--- src/rtl/stopwatch_ctrl.sv ---
// stopwatch_ctrl: run/pause/lap/clear FSM with 10 ms count-enable and digit-scan prescalers.
// Optional feature: define SW_LAP_EN to build the LAP state (display hold while running).
module stopwatch_ctrl #(
    parameter int CLK_HZ  = 50000000,
    parameter int TICK_HZ = 100,
    parameter int SCAN_HZ = 1000
) (
    input  logic       clk,
    input  logic       rst_n,
    input  logic       btn_ss,
    input  logic       btn_lc,
    input  logic       cnt_full,
    output logic       cnt_en,
    output logic       cnt_clr,
    output logic       disp_hold,
    output logic       scan_tick,
    output logic       run_led,
    output logic [1:0] state_o
);
    localparam int DIV  = CLK_HZ / TICK_HZ;
    localparam int SDIV = CLK_HZ / SCAN_HZ;
    localparam int DW   = $clog2(DIV);
    localparam int SW   = $clog2(SDIV);

    typedef enum logic [1:0] {
        IDLE  = 2'b00,
        RUN   = 2'b01,
        PAUSE = 2'b10,
        LAP   = 2'b11
    } state_t;

    state_t          state_q, state_d;
    logic [1:0]      ss_sync_q, lc_sync_q;
    logic            ss_prev_q, lc_prev_q;
    logic [DW-1:0]   tick_cnt_q, tick_cnt_d;
    logic [SW-1:0]   scan_cnt_q;
    logic            cnt_en_q, cnt_en_d, cnt_clr_q, cnt_clr_d;
    logic            ss_edge, lc_edge, running, tick;

    assign ss_edge = ss_sync_q[1] & ~ss_prev_q;
    assign lc_edge = lc_sync_q[1] & ~lc_prev_q;
`ifdef SW_LAP_EN
    assign running   = (state_q == RUN) || (state_q == LAP);
    assign disp_hold = (state_q == LAP);
`else
    assign running   = (state_q == RUN);
    assign disp_hold = 1'b0;
`endif
    assign tick      = running && (tick_cnt_q == DW'(DIV - 1));
    assign cnt_en    = cnt_en_q;
    assign cnt_clr   = cnt_clr_q;
    assign run_led   = running;
    assign state_o   = state_q;
    assign scan_tick = (scan_cnt_q == SW'(SDIV - 1));

    // Button synchronizers and previous-value registers for rising-edge detection
    always_ff @(posedge clk or negedge rst_n) begin
        if (!rst_n) begin
            ss_sync_q <= '0;
            lc_sync_q <= '0;
            ss_prev_q <= 1'b0;
            lc_prev_q <= 1'b0;
        end else begin
            ss_sync_q <= {ss_sync_q[0], btn_ss};
            lc_sync_q <= {lc_sync_q[0], btn_lc};
            ss_prev_q <= ss_sync_q[1];
            lc_prev_q <= lc_sync_q[1];
        end
    end

    // Next state, prescaler update and pulse generation; overflow beats buttons, ss beats lc
    always_comb begin
        state_d    = state_q;
        cnt_clr_d  = 1'b0;
        cnt_en_d   = tick & ~cnt_full;
        tick_cnt_d = (state_q == IDLE) ? '0 :
                     running ? (tick ? '0 : tick_cnt_q + 1'b1) : tick_cnt_q;
        case (state_q)
            IDLE: begin
                if (ss_edge) state_d = RUN;
                else if (lc_edge) cnt_clr_d = 1'b1;
            end
            RUN: begin
                if (tick && cnt_full) state_d = PAUSE;
                else if (ss_edge) state_d = PAUSE;
`ifdef SW_LAP_EN
                else if (lc_edge) state_d = LAP;
`endif
            end
            PAUSE: begin
                if (ss_edge) state_d = RUN;
                else if (lc_edge) begin
                    state_d   = IDLE;
                    cnt_clr_d = 1'b1;
                end
            end
`ifdef SW_LAP_EN
            LAP: begin
                if (tick && cnt_full) state_d = PAUSE;
                else if (ss_edge) state_d = PAUSE;
                else if (lc_edge) state_d = RUN;
            end
`endif
            default: state_d = IDLE;
        endcase
    end

    // State, prescalers and registered one-cycle pulses
    always_ff @(posedge clk or negedge rst_n) begin
        if (!rst_n) begin
            state_q    <= IDLE;
            tick_cnt_q <= '0;
            scan_cnt_q <= '0;
            cnt_en_q   <= 1'b0;
            cnt_clr_q  <= 1'b0;
        end else begin
            state_q    <= state_d;
            tick_cnt_q <= tick_cnt_d;
            scan_cnt_q <= scan_tick ? '0 : scan_cnt_q + 1'b1;
            cnt_en_q   <= cnt_en_d;
            cnt_clr_q  <= cnt_clr_d;
        end
    end
endmodule
--- config.mk ---
export PLATFORM = sky130hd
export DESIGN_NAME = stopwatch_ctrl
export DESIGN_NICKNAME = d
export VERILOG_FILES = /design/src/rtl/stopwatch_ctrl.sv
export SDC_FILE = /design/constraint.sdc
export NUM_CORES = 1
export LEC_CHECK = 0
export ABC_AREA = 1
export BUFFER_PORTS_ARGS = -buffer_cell sky130_fd_sc_hd__buf_4
export CAP_MARGIN = 20
export CORE_ASPECT_RATIO = 1.25
export CORE_MARGIN = 3
export CORE_UTILIZATION = 65
export DETAILED_ROUTE_END_ITERATION = 8
export PLACE_DENSITY = 0.93
export REMOVE_ABC_BUFFERS = 1
export SYNTH_ARGS = -nofsm -noshare
export SYNTH_HDL_FRONTEND = slang
export SYNTH_SLANG_ARGS = --single-unit
--- constraint.sdc ---
create_clock -name clk -period 3.37 [get_ports clk]
set_input_delay 0.8425 -clock clk [delete_from_list [all_inputs] [get_ports clk]]
set_output_delay 0.8425 -clock clk [all_outputs]
set_load 0.02 [all_outputs]
Word-level counts from Yosys, hierarchy flattened. Index checks and enable logic that the tools add are counted.

Register bits: 45. Latch bits: 0. RAM bits: 0. Bits in read-only memories: 0. Output and inout port bits: 7. Memories: 0.

Add/subtract/negate cells: 2. Multipliers: 0. Divide/modulo/power cells: 0. Magnitude comparators: 0. Equal/unequal tests: 7. Shifts and indexed selects: 0. Mux-type cells: 13. Bitwise gates (word level): 6. Reduce and logical (&&, ||, !) cells: 6.

Operator list (count): 19-bit 2-to-1 mux (3); 19-bit by 1-bit adder with 19-bit output, second input constant (1); 19-bit == test, second input constant (1); 16-bit by 1-bit adder with 16-bit output, second input constant (1); 16-bit == test, second input constant (1); 16-bit 2-to-1 mux (1); 2-bit 2-to-1 mux (5); 2-bit case mux with 3 select lines (1); 1-bit bitwise AND (3); 1-bit 2-to-1 mux (3); 3-bit by 2-bit inequality test with 1-bit output, second input constant (1); 3-bit inequality test, second input constant (1); 1-bit inverter (3); 3-bit AND reduction (1); 2-bit by 1-bit == test with 1-bit output, second input constant (1); 2-bit == test, second input constant (1); 1-bit logical AND (2); 2-bit zero test (1); 2-bit inequality test, second input constant (1); 2-bit nonzero test (1); 2-bit OR reduction (1).

Longest topological paths before layout. Gate-level depths: netlist of the first run.

Depth in word-level cells: 5. Depth in mapped cells: 9. Depth with buffers taken out: 9.

Least setup slack after synthesis of the first run. OpenSTA, ideal clock, no wires.

Path type: register to output. Start: reg scan_cnt_q[0]. End: out scan_tick. Arrival time: 1.130 ns. Slack: 1.397 ns. Cell stages (with the launch flop): 6. Buffers on the path: 0. Cell sequence: dfrtp_1 -> ha_1 -> nand2_1 -> nor2_1 -> nand3_2 -> inv_1.

Longest elaborated chain between the ends: 1.

RTL lines: start, declared (RTL line 36) `logic [SW-1:0] scan_cnt_q;`; start signal, assigned (RTL line 119) `scan_cnt_q <= scan_tick ? '0 : scan_cnt_q + 1'b1;`; 16-bit == test (RTL line 54) `assign scan_tick = (scan_cnt_q == SW'(SDIV - 1));`; end, declared (RTL line 16) `output logic scan_tick,`.

Every way passes these cells.

Worst setup path after layout of the first run. Same ends and word-level chain as after synthesis.

==> impl_summary.txt, run 1 <==
----------------------------------------------------
[Final layout]
  Post-synthesis to final-layout area growth ... 8.97%
  Final Net Count ... 325
  Total inserted antenna cells ... 0
  Fin area ... 2680 um2
  Fraction of final layout cells sized beyond drive strength 1 ... 0.182
  Most common cell after layout, fill and taps aside ... sky130_fd_sc_hd__nand2_1
  Sequential cell area in the final layout ... 1130 um2
  Area of the multi-input gates ... around 1100 um2
  Finished Core Util ... 0.749
  Number of fill cells ... about 250
  Leading cell types in the layout, fill and taps excluded ... 74 x sky130_fd_sc_hd__nand2_1, 45 x sky130_fd_sc_hd__dfrtp_1, 36 x sky130_fd_sc_hd__inv_1

[Hold path]
  Classification of the worst-slack hold path ... reg -> reg
  Endpoint of the worst hold path ... lc_sync_q[1]
  Cell count of the worst hold path ... 0
  Launch instance of the worst min-delay path ... lc_sync_q[0]

[CTS]
  Root Buffer ... sky130_fd_sc_hd__clkbuf_8
  H-tree lvl count ... 2
  Total of hold buffers inserted after clock tree synthesis ... 0
  TritonCTS clock tree ... yes
  Insertion delay of the later-clocked pin in the worst-skew pair ... 0.31 ns
  Worst-case clock buffer depth ... 2
  Number of cells upsized or downsized after cts ... 0
  Inserted Clock Buffers ... 5
  Clock Pin Slew Worst Setup and Hold Paths ... ~0.09 ns
  Clock Sink Count ... 45
  Number of setup buffers added after CTS ... 0

[STA]
  Final-report max-slew violation count ... 0
  Setup TNS Final ... 0 ns
  RSZ-0062 raised after global routing ... no
  WHS ... 0.355 ns
  Final worst path period share ... 0.747
  Worst clock skew ... around 0.014 ns
  Fmax ... 0.397 GHz
  Endpoints failing setup ... 0
  Relative slew margins ... 0.635
  Number of endpoints with negative hold slack in the final report ... 0
  Final worst path period need ... 2.52 ns
  Slew at the pin with the worst max-slew slack ... between 0.5 and 0.6 ns

[Route]
  Antenna-violating nets left ... 0
  DR pass1 iterations ... 4
  Total number of vias ... 1993
  Drt first-iter violations ... around 110
  Detailed-route wire length per cell ... ~13 um
  Number of design rule violations left after detail routing ... 0
  Routed WL ... 4.60 mm
  Via count normalized by instance count ... 5.57

[Setup path]
  Data required time at the worst endpoint ... 2.53 ns
  Crit Reg-Reg Endpoint ... scan_cnt_q[14]
  Worst-path maximum fanout ... 8
  Type of the worst setup path ... reg -> out
  Cell family contributing the most delay on the critical path ... simple AND/OR/NAND/NOR gates
  Cell with the largest stage delay on the worst path ... sky130_fd_sc_hd__dfrtp_1
  Launching element type of the critical path ... register
  Critical path cell sequence ... ha_1, nand2_1, nor2_1, nand3_2, inv_1, buf_4
  Depth of the worst register-to-register path ... 8
  Launching point of the worst reg2reg path ... scan_cnt_q[0]
  Worst path max stage delay ... 0.38 ns
  Critical Path AT ... 1.67 ns
  CP bufs+invs ... 2
  Type of element capturing the critical path ... primary output
  R2R Setup Slk ... 1.75 ns
  Crit path depth ... 6

[GRT]
  Overflow after GRT ... 0
  First-pass GRT wire length ... 8.16 mm
  Number of antenna violations at the first check in global routing ... 0
  Total GRT Usage ... 0.239
  Maximum number of pins on one net before global-route repair ... 46
  Vias in the first global route ... 1944

[Power and ir drop]
  Worst supply voltage drop on vdd ... 0.000322 V
  Pwr Density ... 477 nW/um2
  LEAKAGE ... 1.21 nW

[Synth]
  Seq cells post-synth ... between 40 and 50
  Part of the Yosys area used for sequential elements ... 0.459
  Post-synthesis cell count ... 304
  Cell area after synthesis ... 2450 um2
  Synth unique cells ... 34
  Yosys synthesis warning count ... 0
  Synthesized area per cell ... between 8 and 9 um2

[Placed design]
  Dpl cell area ... 2560 um2
  Routability congestion estimate ... 0.887
  Detailed Place HPWL ... 3.32 mm
  Count of buffers from port buffering ... 10

[Floorplanning]
  Core region area ... 3570 um2
  Die Footprint ... 4550 um2
  Number of rows in the core area ... 24
  Floorplan die width ... 61.0 um
  Initial core utilization ... 0.687
  Die outline height ... 74.7 um
  Count of boundary I/O pins ... 12

[Run status]
  Run status ... finished clean

[Flow run]
  MaxCap Viol Count ... 0

----------------------------------------------------
[report_power, final]
part	internal, mW	switching, mW	total [mW]	leakage, nW
clock	0.226	0.198	0.424	0.0591
sequential	0.567	0.0238	0.591	0.596
combinational	0.0795	0.182	0.261	0.559
[state kept, by name (all words and copies together), names as in the netlist]
register    flops
tick_cnt_q     19
scan_cnt_q     16
lc_sync_q       2
ss_sync_q       2
state_o         2
cnt_clr         1
cnt_en          1
lc_prev_q       1
ss_prev_q       1
[layer usage]
metal  up-vias  global-route usage  wire, um  part of all wire
li1        993                   -         -                 -
met1       950               0.267      1830              0.40
met2        39               0.433      2490              0.54
met3        11              0.0480       160             0.035
met4         0               0.104       111             0.024
met5         -                   0         0                 0
[area by class of cell]
type | count | area share
multi-input combinational | 212 | 0.424
inverter | 43 | 0.0627
sequential | 45 | 0.421
clock buffer | 5 | 0.0257
timing repair buffer | 11 | 0.0309
tap | 39 | 0.0182
clock inverter | 3 | 0.0178
[cells in the mapped netlist (all sizes together)]
cell	n	area (um2)
clkbuf	1	3.75
nor3	5	25.0
nand4	7	43.8
a31oi	1	6.26
ha	2	25.0
inv	42	163
nor2	45	226
nor3b	1	7.51
a21oi	3	18.8
o21ai	15	78.8
clkinv	1	5.00
o22ai	5	31.3
xnor2	1	8.76
dfrtp	45	1130
o21bai	1	7.51
nand3	33	220
o211ai	1	7.51
xor2	10	87.6
conb	1	3.75
buf	3	23.8
nand2	81	335
[worst max path at each step]
stage             startpoint   endpoint
5_1_grt        scan_cnt_q[0]  scan_tick
6_report       scan_cnt_q[0]  scan_tick
2_1_floorplan  scan_cnt_q[0]  scan_tick
3_3_place_gp   scan_cnt_q[0]  scan_tick
4_1_cts        scan_cnt_q[0]  scan_tick
3_5_place_dp   scan_cnt_q[0]  scan_tick
[stage by stage]
stage / cells / setup WS (ns) / total power [mW]
after floorplan: 300 / 1.40 / 0.762
after global placement: 350 / 1.23 / 0.856
after detailed placement: 350 / 1.18 / 0.863
after CTS: 358 / 0.823 / 1.29
after global routing: 358 / 0.642 / 1.33
final: 358 / 0.853 / 1.28
[logic make-up (layout without fill, tap and decap cells)]
group / Yosys count / after routing / share of synthesized area
simple gates: 172 / 172 / 0.350
fa+ha+maj: 2 / 2 / 0.0102
other cells: 1 / 1 / 0.00153
flops: 45 / 45 / 0.459
buf+inv: 47 / 62 / 0.0795
xor+xnor: 11 / 11 / 0.0392
compound gates: 26 / 26 / 0.0612
Power figures use the tool's default switching activity.
==> inputs of run 2 (changes only) <==
Settings changed: CORE_UTILIZATION 65 to 55, PLACE_DENSITY 0.93 to 0.85.
Clock period 3.37 ns to 2.15 ns, I/O delays scaled along.
==> run 2 against run 1 <==
Net effect: combinational power increased by 54%; sequential share of layout area decreased by 0.52 points; design area increased by 1.4%; clock skew decreased by 0.0015 ns; register-to-register slack got worse by 1.3 ns; clock-buffer cell count increased by 1; highest routed layer unchanged; largest cell class unchanged.
==> impl_summary.txt, run 2 (synthesis gave the netlist of run 1 again) <==
----------------------------------------------------
[Run status]
  Run status ... finished clean

[Final layout]
  Flip-flop count of the largest register after layout ... 19 (unchanged)
  Post-synthesis to final-layout area growth ... 10.4%
  Fraction of final layout cells sized beyond drive strength 1 ... 0.199 (+0.0169)
  Number of fill cells ... 336 (+33%)
  Total inserted antenna cells ... 0 (unchanged)
  Most flop-heavy register ... tick_cnt_q
  Leading cell types in the layout, fill and taps excluded ... 74 x sky130_fd_sc_hd__nand2_1, 44 x sky130_fd_sc_hd__dfrtp_1, 35 x sky130_fd_sc_hd__inv_1
  Most common cell after layout, fill and taps aside ... sky130_fd_sc_hd__nand2_1
  Final Net Count ... 328 (+0.92%)
  Largest registers ... tick_cnt_q x19, scan_cnt_q x16

[STA]
  Fmax ... 0.488 GHz
  Final worst path period need ... 2.05 ns
  Setup TNS Final ... 0 ns (unchanged)
  Endpoints failing setup ... 0 (unchanged)
  Final-report max-slew violation count ... 0 (unchanged)
  Final worst path period share ... 0.952
  Number of endpoints with negative hold slack in the final report ... 0 (unchanged)
  Relative slew margins ... 0.637 (+0.00209)
  Worst clock skew ... 0.0121 ns (-0.00151 ns)
  Slew at the pin with the worst max-slew slack ... 0.545 ns (-0.00314 ns)
  WHS ... 0.208 ns (-0.147 ns)
  RSZ-0062 raised after global routing ... no
  Worst path setup slack after routing ... 0.103 ns (-0.750 ns)

[Route]
  Via count normalized by instance count ... 5.25 (-5.6%)
  Drt first-iter violations ... 73 (-34%)
  Total number of vias ... 1986 (-0.35%)
  DR pass1 iterations ... 4 (unchanged)
  Antenna-violating nets left ... 0 (unchanged)
  Routed WL ... 4.81 mm (+4.7%)
  Number of design rule violations left after detail routing ... 0 (unchanged)
  Detailed-route wire length per cell ... 12.7 um (-0.86%)

[Setup path]
  Crit Reg-Reg Endpoint ... scan_cnt_q[14]
  Launching point of the worst reg2reg path ... scan_cnt_q[0]
  Launching element type of the critical path ... register
  Critical Path AT ... 1.51 ns (-0.16 ns)
  Depth of the worst register-to-register path ... 8 (unchanged)
  Data required time at the worst endpoint ... 1.61 ns (-0.92 ns)
  Type of element capturing the critical path ... primary output
  Type of the worst setup path ... reg -> out
  R2R Setup Slk ... 0.50 ns (-1.25 ns)
  Worst-path maximum fanout ... 8 (unchanged)
  Crit. Startpoint ... scan_cnt_q[0]

[Power and ir drop]
  Pwr Density ... 696 nW/um2 (+46%)
  Overall power of the completed layout ... 1.89 mW (+48%)
  LEAKAGE ... 1.20 nW (-0.90%)
  Worst supply voltage drop on vdd ... 0.000601 V (+87%)

[GRT]
  Total GRT Usage ... 0.206 (-0.0334)
  Number of antenna violations at the first check in global routing ... 0 (unchanged)
  Vias in the first global route ... 1954 (+0.51%)
  Maximum number of pins on one net before global-route repair ... 46 (unchanged)
  First-pass GRT wire length ... 8.38 mm (+2.6%)
  Overflow after GRT ... 0 (unchanged)

[Floorplanning]
  Count of boundary I/O pins ... 12 (unchanged)
  Core region area ... 4200 um2 (+17%)
  Die Footprint ... 5310 um2 (+16%)
  Initial core utilization ... 0.585 (-0.102)
  Die outline height ... 80.7 um (+8.0%)
  Number of rows in the core area ... 26 (+8.3%)
  Floorplan die width ... 65.8 um (+7.9%)

[CTS]
  Worst-case clock buffer depth ... 2 (unchanged)
  Insertion delay of the later-clocked pin in the worst-skew pair ... 0.31 ns (about the same)
  Clock Sink Count ... 45 (unchanged)
  H-tree lvl count ... 2 (unchanged)
  TritonCTS clock tree ... yes
  Clock Pin Slew Worst Setup and Hold Paths ... 0.09 ns (about the same)
  Root Buffer ... sky130_fd_sc_hd__clkbuf_8
  Inserted Clock Buffers ... 5 (unchanged)

[Placed design]
  Routability congestion estimate ... 0.845 (-4.7%)
  Detailed Place HPWL ... 3.39 mm (+2.1%)
  Pre-CTS setup slack ... 0.275 ns (-0.905 ns)
  Count of buffers from port buffering ... 10 (unchanged)

[Hold path]
  Classification of the worst-slack hold path ... in -> async

[Flow run]
  MaxCap Viol Count ... 0 (unchanged)

----------------------------------------------------
run 2: cell count changes in the layout (fill, tap and decap cells not counted), sizes merged:
cell	delta
buf	+3
clkinvlp	+2
inv	-2
bufinv	-1
clkbuf	+1
run 2: where the power goes:
part / switching (mW) / internal [mW] / total, mW
combinational: 0.268 / 0.134 / 0.402
clock: 0.305 / 0.229 / 0.534
sequential: 0.0637 / 0.888 / 0.952
total: 0.636 / 1.25 / 1.89
run 2: how the worst max path moves through the flow:
stage	endpoint	slack (ns)
5_1_grt	scan_tick	0.001
2_1_floorplan	scan_tick	0.48
3_5_place_dp	scan_tick	0.28
6_report	scan_tick	0.10
4_1_cts	scan_tick	0.03
3_3_place_gp	scan_tick	0.32
run 2: layout make-up:
type                            count  area (um2)  share of cell area
Timing Repair Buffer               14         105              0.0388
Clock buffer                        6        72.6              0.0268
Inverter                           43         170              0.0628
Clock inverter                      2        15.0             0.00554
Sequential cell                    45        1130               0.416
Tap cell                           56        70.1              0.0258
Multi-Input combinational cell    212        1150               0.425
run 2: timing repair:
item                                    CTS  global route
endpoints found under the hold margin     0             0
pin swaps                                 1             0
setup buffers                             0             2
endpoints found under the setup margin    1             1
resized for setup                         2             5
hold buffers                              0             0
run 2: stage by stage:
step / std cells / area [um2] / utilization
final: 378 / 2710 / 0.646
after global routing: 378 / 2710 / 0.646
after CTS: 376 / 2680 / 0.638
after detailed placement: 368 / 2590 / 0.617
after global placement: 368 / 2590 / 0.617
after floorplan: 300 / 2430 / -
run 2: routing by layer:
| layer | track usage | vias to the layer above | wire (um) |
|---|---|---|---|
| met1 | 0.235 | 944 | 2060 |
| met3 | 0.0490 | 11 | 158 |
| met2 | 0.351 | 34 | 2460 |
| met4 | 0.108 | 0 | 130 |
| li1 | - | 997 | - |
| met5 | 0 | - | 0 |
run 2: critical path, cell delays in order (launching register included):
cell	delay [ns]
sky130_fd_sc_hd__dfrtp_1	0.36
sky130_fd_sc_hd__ha_1	0.18
sky130_fd_sc_hd__nand2_1	0.13
sky130_fd_sc_hd__nor2_4	0.15
sky130_fd_sc_hd__nand3_4	0.14
sky130_fd_sc_hd__inv_4	0.10
sky130_fd_sc_hd__buf_4	0.14
